--- src/rtl/fu_operand_stage_if.sv ---
`default_nettype none
// ============================================================================
// Module   : fu_operand_stage_if
// Brief    : Instruction, fu result, execute-operand and debug bus of the
//            fu operand stage.
// Revision : 1.0
// ============================================================================
interface fu_operand_stage_if #(
    parameter int DW    = 16,
    parameter int NREGS = 8
);
    localparam int AW = $clog2(NREGS);

    logic          instr_valid_in;
    logic          instr_ready_out;
    logic [AW-1:0] da_in;
    logic [AW-1:0] aa_in;
    logic [AW-1:0] ba_in;
    logic [3:0]    op_fs_in;
    logic          mb_in;
    logic [DW-1:0] const_in;
    logic          rw_in;
    logic          hold_in;
    logic [DW-1:0] a_out;
    logic [DW-1:0] b_out;
    logic [3:0]    fs_out;
    logic          valid_out;
    logic [DW-1:0] f_in;
    logic          z_in;
    logic          n_in;
    logic          z_flag_out;
    logic          n_flag_out;
    logic [AW-1:0] dbg_addr_in;
    logic [DW-1:0] dbg_data_out;

    modport master (
        output instr_valid_in, da_in, aa_in, ba_in, op_fs_in, mb_in,
               const_in, rw_in, hold_in, f_in, z_in, n_in, dbg_addr_in,
        input  instr_ready_out, a_out, b_out, fs_out, valid_out,
               z_flag_out, n_flag_out, dbg_data_out
    );

    modport slave (
        input  instr_valid_in, da_in, aa_in, ba_in, op_fs_in, mb_in,
               const_in, rw_in, hold_in, f_in, z_in, n_in, dbg_addr_in,
        output instr_ready_out, a_out, b_out, fs_out, valid_out,
               z_flag_out, n_flag_out, dbg_data_out
    );
endinterface
`default_nettype wire

--- src/rtl/fu_operand_stage.sv ---
`default_nettype none
// ============================================================================
// Module   : fu_operand_stage
// Brief    : Register file, operand fetch with write-back bypass, and
//            result/flag capture in front of the fu function unit.
// Revision : 1.0
// ============================================================================
module fu_operand_stage #(
    parameter int DW    = 16,
    parameter int NREGS = 8,
    localparam int AW   = $clog2(NREGS)
) (
    input  wire              clk,
    input  wire              rst,
    fu_operand_stage_if.slave bus
);

    logic [DW-1:0] r_regs [NREGS];
    logic [DW-1:0] r_a;
    logic [DW-1:0] r_b;
    logic [3:0]    r_fs;
    logic          r_valid;
    logic [AW-1:0] r_ex_da;
    logic          r_ex_rw;
    logic          r_z_flag;
    logic          r_n_flag;

    logic          w_retire;
    logic          w_wr;
    logic [DW-1:0] w_rd_a;
    logic [DW-1:0] w_rd_b;

    assign w_retire = r_valid & ~bus.hold_in;
    assign w_wr     = w_retire & r_ex_rw;

    // A result retiring this edge must be seen by the instruction loaded on it.
    always_comb begin
        w_rd_a = r_regs[bus.aa_in];
        if (w_wr && (r_ex_da == bus.aa_in))
            w_rd_a = bus.f_in;

        w_rd_b = r_regs[bus.ba_in];
        if (bus.mb_in)
            w_rd_b = bus.const_in;
        else if (w_wr && (r_ex_da == bus.ba_in))
            w_rd_b = bus.f_in;
    end

    always_ff @(posedge clk) begin
        if (rst) begin
            for (int i = 0; i < NREGS; i++)
                r_regs[i] <= '0;
        end else if (w_wr) begin
            r_regs[r_ex_da] <= bus.f_in;
        end
    end

    always_ff @(posedge clk) begin
        if (rst) begin
            r_a     <= '0;
            r_b     <= '0;
            r_fs    <= '0;
            r_valid <= 1'b0;
            r_ex_da <= '0;
            r_ex_rw <= 1'b0;
        end else if (!bus.hold_in) begin
            r_valid <= bus.instr_valid_in;
            if (bus.instr_valid_in) begin
                r_a     <= w_rd_a;
                r_b     <= w_rd_b;
                r_fs    <= bus.op_fs_in;
                r_ex_da <= bus.da_in;
                r_ex_rw <= bus.rw_in;
            end
        end
    end

    always_ff @(posedge clk) begin
        if (rst) begin
            r_z_flag <= 1'b0;
            r_n_flag <= 1'b0;
        end else if (w_retire) begin
            r_z_flag <= bus.z_in;
            r_n_flag <= bus.n_in;
        end
    end

    assign bus.instr_ready_out = ~bus.hold_in;
    assign bus.a_out           = r_a;
    assign bus.b_out           = r_b;
    assign bus.fs_out          = r_fs;
    assign bus.valid_out       = r_valid;
    assign bus.z_flag_out      = r_z_flag;
    assign bus.n_flag_out      = r_n_flag;
    assign bus.dbg_data_out    = r_regs[bus.dbg_addr_in];

endmodule
`default_nettype wire

--- src/flat_wrapper.sv ---
// flat-port wrapper written by rule: the top's interface ports become plain ports
module fu_operand_stage_flat 
#(
    parameter int DW    = 16,
    parameter int NREGS = 8,
    localparam int AW   = $clog2(NREGS)
)
  (clk, rst, bus_instr_valid_in, bus_da_in, bus_aa_in, bus_ba_in, bus_op_fs_in, bus_mb_in, bus_const_in, bus_rw_in, bus_hold_in, bus_f_in, bus_z_in, bus_n_in, bus_dbg_addr_in, bus_instr_ready_out, bus_a_out, bus_b_out, bus_fs_out, bus_valid_out, bus_z_flag_out, bus_n_flag_out, bus_dbg_data_out);
  fu_operand_stage_if #(.DW(DW), .NREGS(NREGS)) bus_i ();
  input  wire clk;
  input  wire rst;
  input wire logic [$bits(bus_i.instr_valid_in)-1:0] bus_instr_valid_in;
  input wire logic [$bits(bus_i.da_in)-1:0] bus_da_in;
  input wire logic [$bits(bus_i.aa_in)-1:0] bus_aa_in;
  input wire logic [$bits(bus_i.ba_in)-1:0] bus_ba_in;
  input wire logic [$bits(bus_i.op_fs_in)-1:0] bus_op_fs_in;
  input wire logic [$bits(bus_i.mb_in)-1:0] bus_mb_in;
  input wire logic [$bits(bus_i.const_in)-1:0] bus_const_in;
  input wire logic [$bits(bus_i.rw_in)-1:0] bus_rw_in;
  input wire logic [$bits(bus_i.hold_in)-1:0] bus_hold_in;
  input wire logic [$bits(bus_i.f_in)-1:0] bus_f_in;
  input wire logic [$bits(bus_i.z_in)-1:0] bus_z_in;
  input wire logic [$bits(bus_i.n_in)-1:0] bus_n_in;
  input wire logic [$bits(bus_i.dbg_addr_in)-1:0] bus_dbg_addr_in;
  output wire logic [$bits(bus_i.instr_ready_out)-1:0] bus_instr_ready_out;
  output wire logic [$bits(bus_i.a_out)-1:0] bus_a_out;
  output wire logic [$bits(bus_i.b_out)-1:0] bus_b_out;
  output wire logic [$bits(bus_i.fs_out)-1:0] bus_fs_out;
  output wire logic [$bits(bus_i.valid_out)-1:0] bus_valid_out;
  output wire logic [$bits(bus_i.z_flag_out)-1:0] bus_z_flag_out;
  output wire logic [$bits(bus_i.n_flag_out)-1:0] bus_n_flag_out;
  output wire logic [$bits(bus_i.dbg_data_out)-1:0] bus_dbg_data_out;
  assign bus_i.instr_valid_in = bus_instr_valid_in;
  assign bus_i.da_in = bus_da_in;
  assign bus_i.aa_in = bus_aa_in;
  assign bus_i.ba_in = bus_ba_in;
  assign bus_i.op_fs_in = bus_op_fs_in;
  assign bus_i.mb_in = bus_mb_in;
  assign bus_i.const_in = bus_const_in;
  assign bus_i.rw_in = bus_rw_in;
  assign bus_i.hold_in = bus_hold_in;
  assign bus_i.f_in = bus_f_in;
  assign bus_i.z_in = bus_z_in;
  assign bus_i.n_in = bus_n_in;
  assign bus_i.dbg_addr_in = bus_dbg_addr_in;
  assign bus_instr_ready_out = bus_i.instr_ready_out;
  assign bus_a_out = bus_i.a_out;
  assign bus_b_out = bus_i.b_out;
  assign bus_fs_out = bus_i.fs_out;
  assign bus_valid_out = bus_i.valid_out;
  assign bus_z_flag_out = bus_i.z_flag_out;
  assign bus_n_flag_out = bus_i.n_flag_out;
  assign bus_dbg_data_out = bus_i.dbg_data_out;
  fu_operand_stage #(.DW(DW), .NREGS(NREGS)) u_core (.clk(clk), .rst(rst), .bus(bus_i));
endmodule
--- config.mk ---
export PLATFORM = sky130hd
export DESIGN_NAME = fu_operand_stage_flat
export DESIGN_NICKNAME = d
export VERILOG_FILES = /design/src/rtl/fu_operand_stage_if.sv /design/src/rtl/fu_operand_stage.sv /design/src/flat_wrapper.sv
export SDC_FILE = /design/constraint.sdc
export NUM_CORES = 1
export LEC_CHECK = 0
export BUFFER_PORTS_ARGS = -buffer_cell sky130_fd_sc_hd__buf_2
export CORE_MARGIN = 2
export CORE_UTILIZATION = 30
export CTS_BUF_LIST = sky130_fd_sc_hd__clkbuf_4 sky130_fd_sc_hd__clkbuf_8
export DETAILED_ROUTE_END_ITERATION = 6
export GPL_ROUTABILITY_DRIVEN = 0
export PLACE_DENSITY = 0.44
export SETUP_SLACK_MARGIN = 0.3
export SLEW_MARGIN = 30
export SYNTH_ARGS = -nofsm -noshare
export SYNTH_HDL_FRONTEND = slang
export SYNTH_SLANG_ARGS = --single-unit
export TNS_END_PERCENT = 10
--- constraint.sdc ---
create_clock -name clk -period 6.1 [get_ports clk]
set_clock_uncertainty 0.2 [all_clocks]
set_input_delay 1.22 -clock clk [delete_from_list [all_inputs] [get_ports clk]]
set_output_delay 1.22 -clock clk [all_outputs]
set_load 0.01 [all_outputs]
; ---- After elaboration in Yosys (flattened, before gate mapping)
; Memories as Yosys holds them, arrays and structs flattened. A register that Yosys moved wholly into a read port is not among the register bits.
; Cells that the tools add are included.
; W data, S select, Z words.
[totals]
regBits = 27
ramBits = 128
input_bits = 56
out_inout_bits = 56
wordCells = 25
mem_count = 1
[op_classes]
eq_ne = 1
muxes = 10
bitwise_logic = 3
n_reduce_logical = 3
[memory_table]
columns = memory, depth, width, rd, rd_clocked_by_memory_dff, wr, line_no
row1 = u_core.r_regs, 8, 16, 3, 1, 8, fu_operand_stage.sv:18  ; logic [DW-1:0] r_regs [NREGS];
[ops]
columns = cell, count
row1 = $mux W16, 3
row2 = $reduce_or A16 Y1, 1
row3 = $mux W1, 6
row4 = $eq A3 B3 Y1, 1
row5 = $mux W3, 1
row6 = $and A1 B1 Y1, 2
row7 = $reduce_and A2 Y1, 1
row8 = $logic_and A1 B1 Y1, 1
row9 = $not A1 Y1, 1

; ---- Longest topological paths before layout
; Gate-level depths: netlist of run 1.
[logic_depth]
ltp_word = 8
depth_mapped = 7
mapped_depth_nobuf = 4

; ---- Least setup slack after synthesis of run 1
; No wires, ideal clock.
[synth_timing]
path_type = input-to-output
startpoint = in bus_dbg_addr_in[0]
endpoint = out bus_dbg_data_out[0]
arrival_ps = 2550
t_required_ps = 4680
path_slack_ps = 2130
cell_stages = 4
path_cell_list = clkbuf_1 buf_2 mux4_2 mux2_2
[synth_between]
elab_chain_cells = 1
[synth_rtl]
columns = element, line_no
row1 = start: declaration, flat_wrapper.sv:24  ; input wire logic [$bits(bus_i.dbg_addr_in)-1:0] bus_dbg_addr_in;
row2 = $mem_v2 Z8 W16, --
row3 = end: declaration, flat_wrapper.sv:32  ; output wire logic [$bits(bus_i.dbg_data_out)-1:0] bus_dbg_data_out;
; Every way passes these cells.

; ---- Final worst setup path of run 1
[layout_timing]
startpoint = in bus_dbg_addr_in[1]
endpoint = out bus_dbg_data_out[13]
; The elaborated chain is that of the path after synthesis.

==> out/qor.yml, run 1 <==
status:
  status: "complete, no violations"
cts:
  clock_latency_ns: 0.46
  hold_buffers: 0
  post-cts-setup-buffer-count: 0
  cts_max_level: 4
  path_clk_slew_ns: 0.09
  cts.path.max_buffers: 2
  tritoncts: "yes"
  numClockSinks: 171
  numCtsBuffers: 17
  root_buffer: "clkbuf_8"
  post_cts_resize_count: 0
worst_setup_path:
  crit_arrival_ns: 2.85
  cp_slowest_cell: "buf_2"
  startpoint_type: "input port"
  path_cells: "buf_2, mux4_2, mux2_2, buf_2"
  crit_type: "input port to output pin"
  rrSetupSlack_ns: 3.11
  slowest_delay_ns: 0.73
  crit_top_cell: "buf_2"
  critPathMaxFanout: 32
  required_ns: 4.68
  cp-end-kind: "output pin"
timing:
  finalCritPeriodShare_pct: 70.01
  tns_ns: 0
  setup_viol: 0
  grt_setup_unrepaired: "false"
  hold_viol: 0
  max_slew.worst_pin.slew_ns: 1.001
  fmax_ghz: 0.2342
  worst_slew_margin_rel_pct: 33.29
  fin_crit_ns: 4.271
  maxSlewViolCount: 0
  holdWs_ns: 0.2625
cells_and_area:
  final.fill_count: 3106
  drive_above_1_share_pct: 37.32
  antenna_cells: 0
  syn_to_final_growth_pct: 14.15
  nets: 820
  stdcell_area_um2: 11120
synth:
  netlist_top_cells_count: "edfxtp_1, and2_1, mux4_2"
  yosys.area.top_type: "edfxtp_1"
  ys_seq_elements: 171
  async_reset_ff_share_pct: 0
  synth_nets: 736
  synth_edf_count: 128
  synth_ff_type: "edfxtp_1"
  netlist_instances: 680
  yosysMostFrequentCell: "edfxtp_1"
  syn_area_um2: 9738
  yosysSeqAreaShare_pct: 48.31
  synth_cell_types: 36
  avgSynthCellArea_um2: 14.32
  ys_top_cells_by_area: "edfxtp_1, mux4_2, dfxtp_1, and2_1, mux4_1"
  synth.top_cell.area_share_pct: 39.47
  yosysWarningCount: 0
routing:
  ant_nets: 0
  initialDrtViolationCount: 417
  via_per_inst: 5.269
  route.detailed.drc: 0
  vias: 6386
  drtPass1Iterations: 5
  routedWlPerCell_um: 24.94
  drt-total-wl_um: 30220
die:
  die_area_um2: 33920
  io-pin-count: 112
  core_um2: 31800
  num_rows: 65
  initial_core_util_pct: 30.62
  fp.dieH_um: 184.2
  die-width_um: 184.2
global_routing:
  track_usage_pct: 18.21
  grt_pass1_wl_um: 44090
  grt_max_degree: 42
  grt_pass1_vias: 6608
  antenna_found_initial: 2
  gr-total-overflow: 0
pwr:
  p_comb_share_pct: 13.3
  p_clk_share_pct: 35.8
  switching_power_mw: 0.6433
  seqPwrFrac_pct: 50.9
  internal-power_mw: 1.958
  p_sw_share_pct: 24.73
  totalPowerFinal_mw: 2.601
  ir_drop_mv: 0.1175
  p_leak_nw: 4.253
  p_per_area_nw_per_um2: 234.0
place:
  io_buffers: 111
  hpwl_um: 18830
  place_area_um2: 10650
job:
  drv_cap: 0
hold_path:
  hold_class: "flip-flop to flip-flop"
==> cell type report <==
class	instances	area, um2	area share, %
Multi-Input combinational cell	451	4752	42.75
Sequential cell	171	4705	42.32
Timing Repair Buffer	122	653.1	5.876
Tap cell	435	544.3	4.896
Clock buffer	21	264.0	2.375
Clock inverter	11	193.9	1.745
Inverter	1	3.754	0.03377
==> logic make-up after synthesis <==
logic type,after synthesis,synth area share (%)
AND/OR/NAND/NOR,209,13.02
XOR/XNOR,6,0.5396
flip-flops,171,48.31
buffers and inverters,58,3.109
multiplexers,162,29.94
AO/OA/AOI/OAI,74,5.088
==> sequential cells by signal (all words and copies together) (netlist names) <==
signal,flops
u_core.bus.b_out,16
u_core.bus.a_out,16
u_core.r_ex_rw,1
u_core.bus.valid_out,1
u_core.bus.n_flag_out,1
u_core.r_ex_da,3
u_core.bus.fs_out,4
u_core.r_regs,128
u_core.bus.z_flag_out,1
==> metrics by stage <==
step | std cells | util, % | setup WS (ns)
floorplan | 680 | - | 2.130
global placement | 1180 | 33.46 | 1.895
detailed placement | 1180 | 33.48 | 1.841
CTS | 1212 | 34.92 | 1.839
global route | 1212 | 34.96 | 1.804
finish | 1212 | 34.96 | 1.829
==> power groups by stage <==
| stage | Combinational, mW | Sequential, mW | Clock [mW] |
|---|---|---|---|
| 2_1_floorplan | 0.224 | 1.34 | 0 |
| 3_3_place_gp | 0.344 | 1.35 | 0 |
| 3_5_place_dp | 0.351 | 1.35 | 0 |
| 4_1_cts | 0.352 | 1.32 | 0.954 |
| 5_1_grt | 0.373 | 1.33 | 0.995 |
| 6_report | 0.347 | 1.32 | 0.931 |
==> placed cells by master, fill, tap and decap left out, types with 2 or more instances in the layout <==
master     instances
edfxtp_1         128
and2_1           126
buf_2            110
mux4_2            82
dfxtp_1           43
mux2i_1           34
mux2_2            32
a21oi_1           25
nand2_1           20
nor2_1            18
nand3b_1          17
clkbuf_8          17
a221o_1           16
o21ai_0           16
a211oi_1          16
mux4_1            14
buf_4             11
or2_2              8
xnor2_1            6
nor2_2             5
bufinv_16          5
clkbuf_4           4
nor2_4             3
nand2b_1           2
and2_2             2
clkinv_4           2
inv_6              2
==> final timing paths <==
kind / startpoint / endpoint / depth (start not counted)
hold / removal: u_core.bus.fs_out[1]$_SDFFE_PP0P_ / u_core.bus.fs_out[1]$_SDFFE_PP0P_ / 2
hold reg to reg: u_core.bus.fs_out[1]$_SDFFE_PP0P_ / u_core.bus.fs_out[1]$_SDFFE_PP0P_ / 2
setup reg to reg: u_core.bus.valid_out$_SDFFE_PP0N_ / u_core.r_regs[6][8]$_SDFFCE_PN0P_ / 4
setup / recovery: bus_dbg_addr_in[1] / bus_dbg_data_out[13] / 4
==> per-layer routing <==
layer	vias up	share of wire, %	global-route usage, %
met5	-	0.083	0
met4	4	1.8	5.280
met3	33	5.6	3.754
met2	233	48	29.65
met1	3294	45	24.60
li1	2822	-	-
==> worst max-delay path, delay by kind of cell <==
family,cells,cell delay (ns)
buffers and inverters,2,0.88
muxes,2,0.72
Power figures use the tool's default switching activity.
==> run 2: changes to the inputs <==
- ABC_AREA: unset -> 1
- PLACE_DENSITY: 0.44 -> 0.45
- clock period: 6.1 -> 3.9 ns (I/O delays scaled with it)
==> run 2 against run 1 <==
  * Synthesized cell count grew 120%
  * Core utilization shrank 0.33 points
  * Critical path depth grew 3
  * Combinational power grew 120%
  * Register-to-register slack lost 1.7 ns
==> out/qor.yml, run 2 <==
status:
  status: "complete, no violations"
pwr:
  p_per_area_nw_per_um2: 349.0
  internal-power_mw: 2.833
  p_comb_share_pct: 18.5
  seqPwrFrac_pct: 49.4
  p_sw_share_pct: 32.30
  switching_power_mw: 1.352
  p_leak_nw: 5.316
  p_clk_share_pct: 32.2
  ir_drop_mv: 0.1946
synth:
  async_reset_ff_share_pct: 0
  synth_ff_type: "edfxtp_1"
  syn_area_um2: 10570
  yosysSeqAreaShare_pct: 44.49
  yosysMostFrequentCell: "nand2_1"
  netlist_instances: 1480
  yosysWarningCount: 0
  ys_seq_elements: 171
  synth_edf_count: 128
  synth_cell_types: 29
  synth.top_cell.area_share_pct: 36.35
  synth_nets: 1536
  avgSynthCellArea_um2: 7.145
  yosys.area.top_type: "edfxtp_1"
  netlist_top_cells_count: "nand2_1, nor2_1, nand3_1"
  ys_top_cells_by_area: "edfxtp_1, nand2_1, nand3_1, nor2_1, dfxtp_1"
routing:
  route.detailed.drc: 0
  via_per_inst: 5.173
  routedWlPerCell_um: 21.05
  initialDrtViolationCount: 1155
  ant_nets: 0
  drt-total-wl_um: 42680
  drtPass1Iterations: 5
  vias: 10490
cells_and_area:
  layout_common_cells: "nand2_1, nor2_1, nand3_1"
  syn_to_final_growth_pct: 13.39
  drive_above_1_share_pct: 16.05
  final_common_cell: "nand2_1"
  post-route-util_pct: 34.63
  top_register: "u_core.r_regs"
  nets: 1613
  largest_reg_flops: 128
die:
  initial_core_util_pct: 30.54
  fp.dieH_um: 191.7
  die_area_um2: 36760
  io-pin-count: 112
  die-width_um: 191.7
  num_rows: 68
  core_um2: 34630
cts:
  tritoncts: "yes"
  cts_max_level: 4
  numClockSinks: 171
  hold_buffers: 0
  post_cts_resize_count: 0
  cts.path.max_buffers: 2
  root_buffer: "clkbuf_8"
  numCtsBuffers: 17
  path_clk_slew_ns: 0.10
  clock_latency_ns: 0.50
  post-cts-setup-buffer-count: 0
global_routing:
  track_usage_pct: 23.62
  gr-total-overflow: 0
  grt_max_degree: 65
  grt_pass1_vias: 9525
  antenna_found_initial: 0
  grt_pass1_wl_um: 63400
worst_setup_path:
  reg2reg_from: "u_core.bus.valid_out$_SDFFE_PP0N_"
  required_ns: 2.92
  rrSetupSlack_ns: 1.46
  cp-end-kind: "output pin"
  crit_top_cell: "buf_2"
  cp_slowest_cell: "buf_4"
  r2r_cells: 7
  critPathMaxFanout: 64
  startpoint_type: "input port"
  crit_type: "input port to output pin"
  path_cells: "buf_2, buf_4, o21ai_0, nand2_1, nor2_1, a31oi_1, buf_2"
  crit_arrival_ns: 2.35
  critical_path.reg2reg.endpoint: "u_core.r_regs[4][6]$_SDFFCE_PN0P_"
  slowest_delay_ns: 0.53
  cp_num_buf_inv: 3
  crit_family: "buffers and inverters"
job:
  drv_cap: 0
timing:
  holdWs_ns: 0.2689
  grt_setup_unrepaired: "false"
  tns_ns: 0
  maxSlewViolCount: 0
  setup_viol: 0
  worst_slew_margin_rel_pct: 48.97
  max_slew.worst_pin.slew_ns: 0.7607
  hold_viol: 0
  fmax_ghz: 0.3002
  finalCritPeriodShare_pct: 85.41
  fin_crit_ns: 3.331
hold_path:
  hold_end: "u_core.bus.b_out[1]$_SDFFE_PP0P_"
  holdPathStages: 2
  hp-start: "u_core.bus.b_out[1]$_SDFFE_PP0P_"
  hold_class: "flip-flop to flip-flop"
place:
  io_buffers: 111
  hpwl_um: 29160
## run 2: logic make-up after synthesis
| logic type | count (synthesis) | synth area share [%] |
|---|---|---|
| AO/OA/AOI/OAI | 255 | 12.89 |
| buffers and inverters | 269 | 10.28 |
| flip-flops | 171 | 44.49 |
| AND/OR/NAND/NOR | 785 | 32.34 |
## run 2: worst register-to-register path, delay by kind of cell (launching register included)
kind / cells / cell delay, ns
buffers and inverters: 2 / 0.44
DFF: 1 / 0.40
and+or+nand+nor: 5 / 1.07
## run 2: cell type report
type	instances	area, um2
fillers	3736	22640
multi-input cells	1040	4785
flip-flops and latches	171	4705
repair buffers	156	893.4
inverters	171	641.9
well taps	455	569.3
clock buffers	18	247.7
clock inverters	14	143.9
diodes	2	5.005
## run 2: worst max path at each step
stage	start	end	cells after the start	slack (ns)
6_report	bus_dbg_addr_in[0]	bus_dbg_data_out[1]	7	0.57
5_1_grt	bus_dbg_addr_in[0]	bus_dbg_data_out[1]	7	0.49
4_1_cts	bus_dbg_addr_in[0]	bus_dbg_data_out[10]	7	0.59
3_5_place_dp	bus_dbg_addr_in[0]	bus_dbg_data_out[10]	7	0.59
3_3_place_gp	bus_dbg_addr_in[0]	bus_dbg_data_out[1]	7	0.60
2_1_floorplan	bus_dbg_addr_in[1]	bus_dbg_data_out[0]	8	1.15
## run 2: per-layer routing
metal  up-vias  track usage, %  wire length [um]
met5         -               0                 0
li1       4994               -                 -
met1      4969           35.54             20160
met4         0           5.030               454
met2       490           33.44             17470
met3        33           6.304              4598
## run 2: power by group through the flow
stage | clock, mW | combinational, mW | sequential, mW
5_1_grt | 1.43 | 0.847 | 2.08
4_1_cts | 1.37 | 0.765 | 2.07
6_report | 1.35 | 0.772 | 2.07
3_3_place_gp | 0 | 0.762 | 2.11
2_1_floorplan | 0 | 0.451 | 2.10
3_5_place_dp | 0 | 0.762 | 2.11
## run 2: metrics by stage
step                setup WS (ns)  total power, mW  instances  cell area [um2]
floorplan                   1.154            2.554       1480            10570
global placement           0.5964            2.869       1993            11590
detailed placement         0.5942            2.869       1993            11590
CTS                        0.5940            4.201       2025            11990
global route               0.4864            4.349       2025            11990
finish                     0.5691            4.185       2027            11990
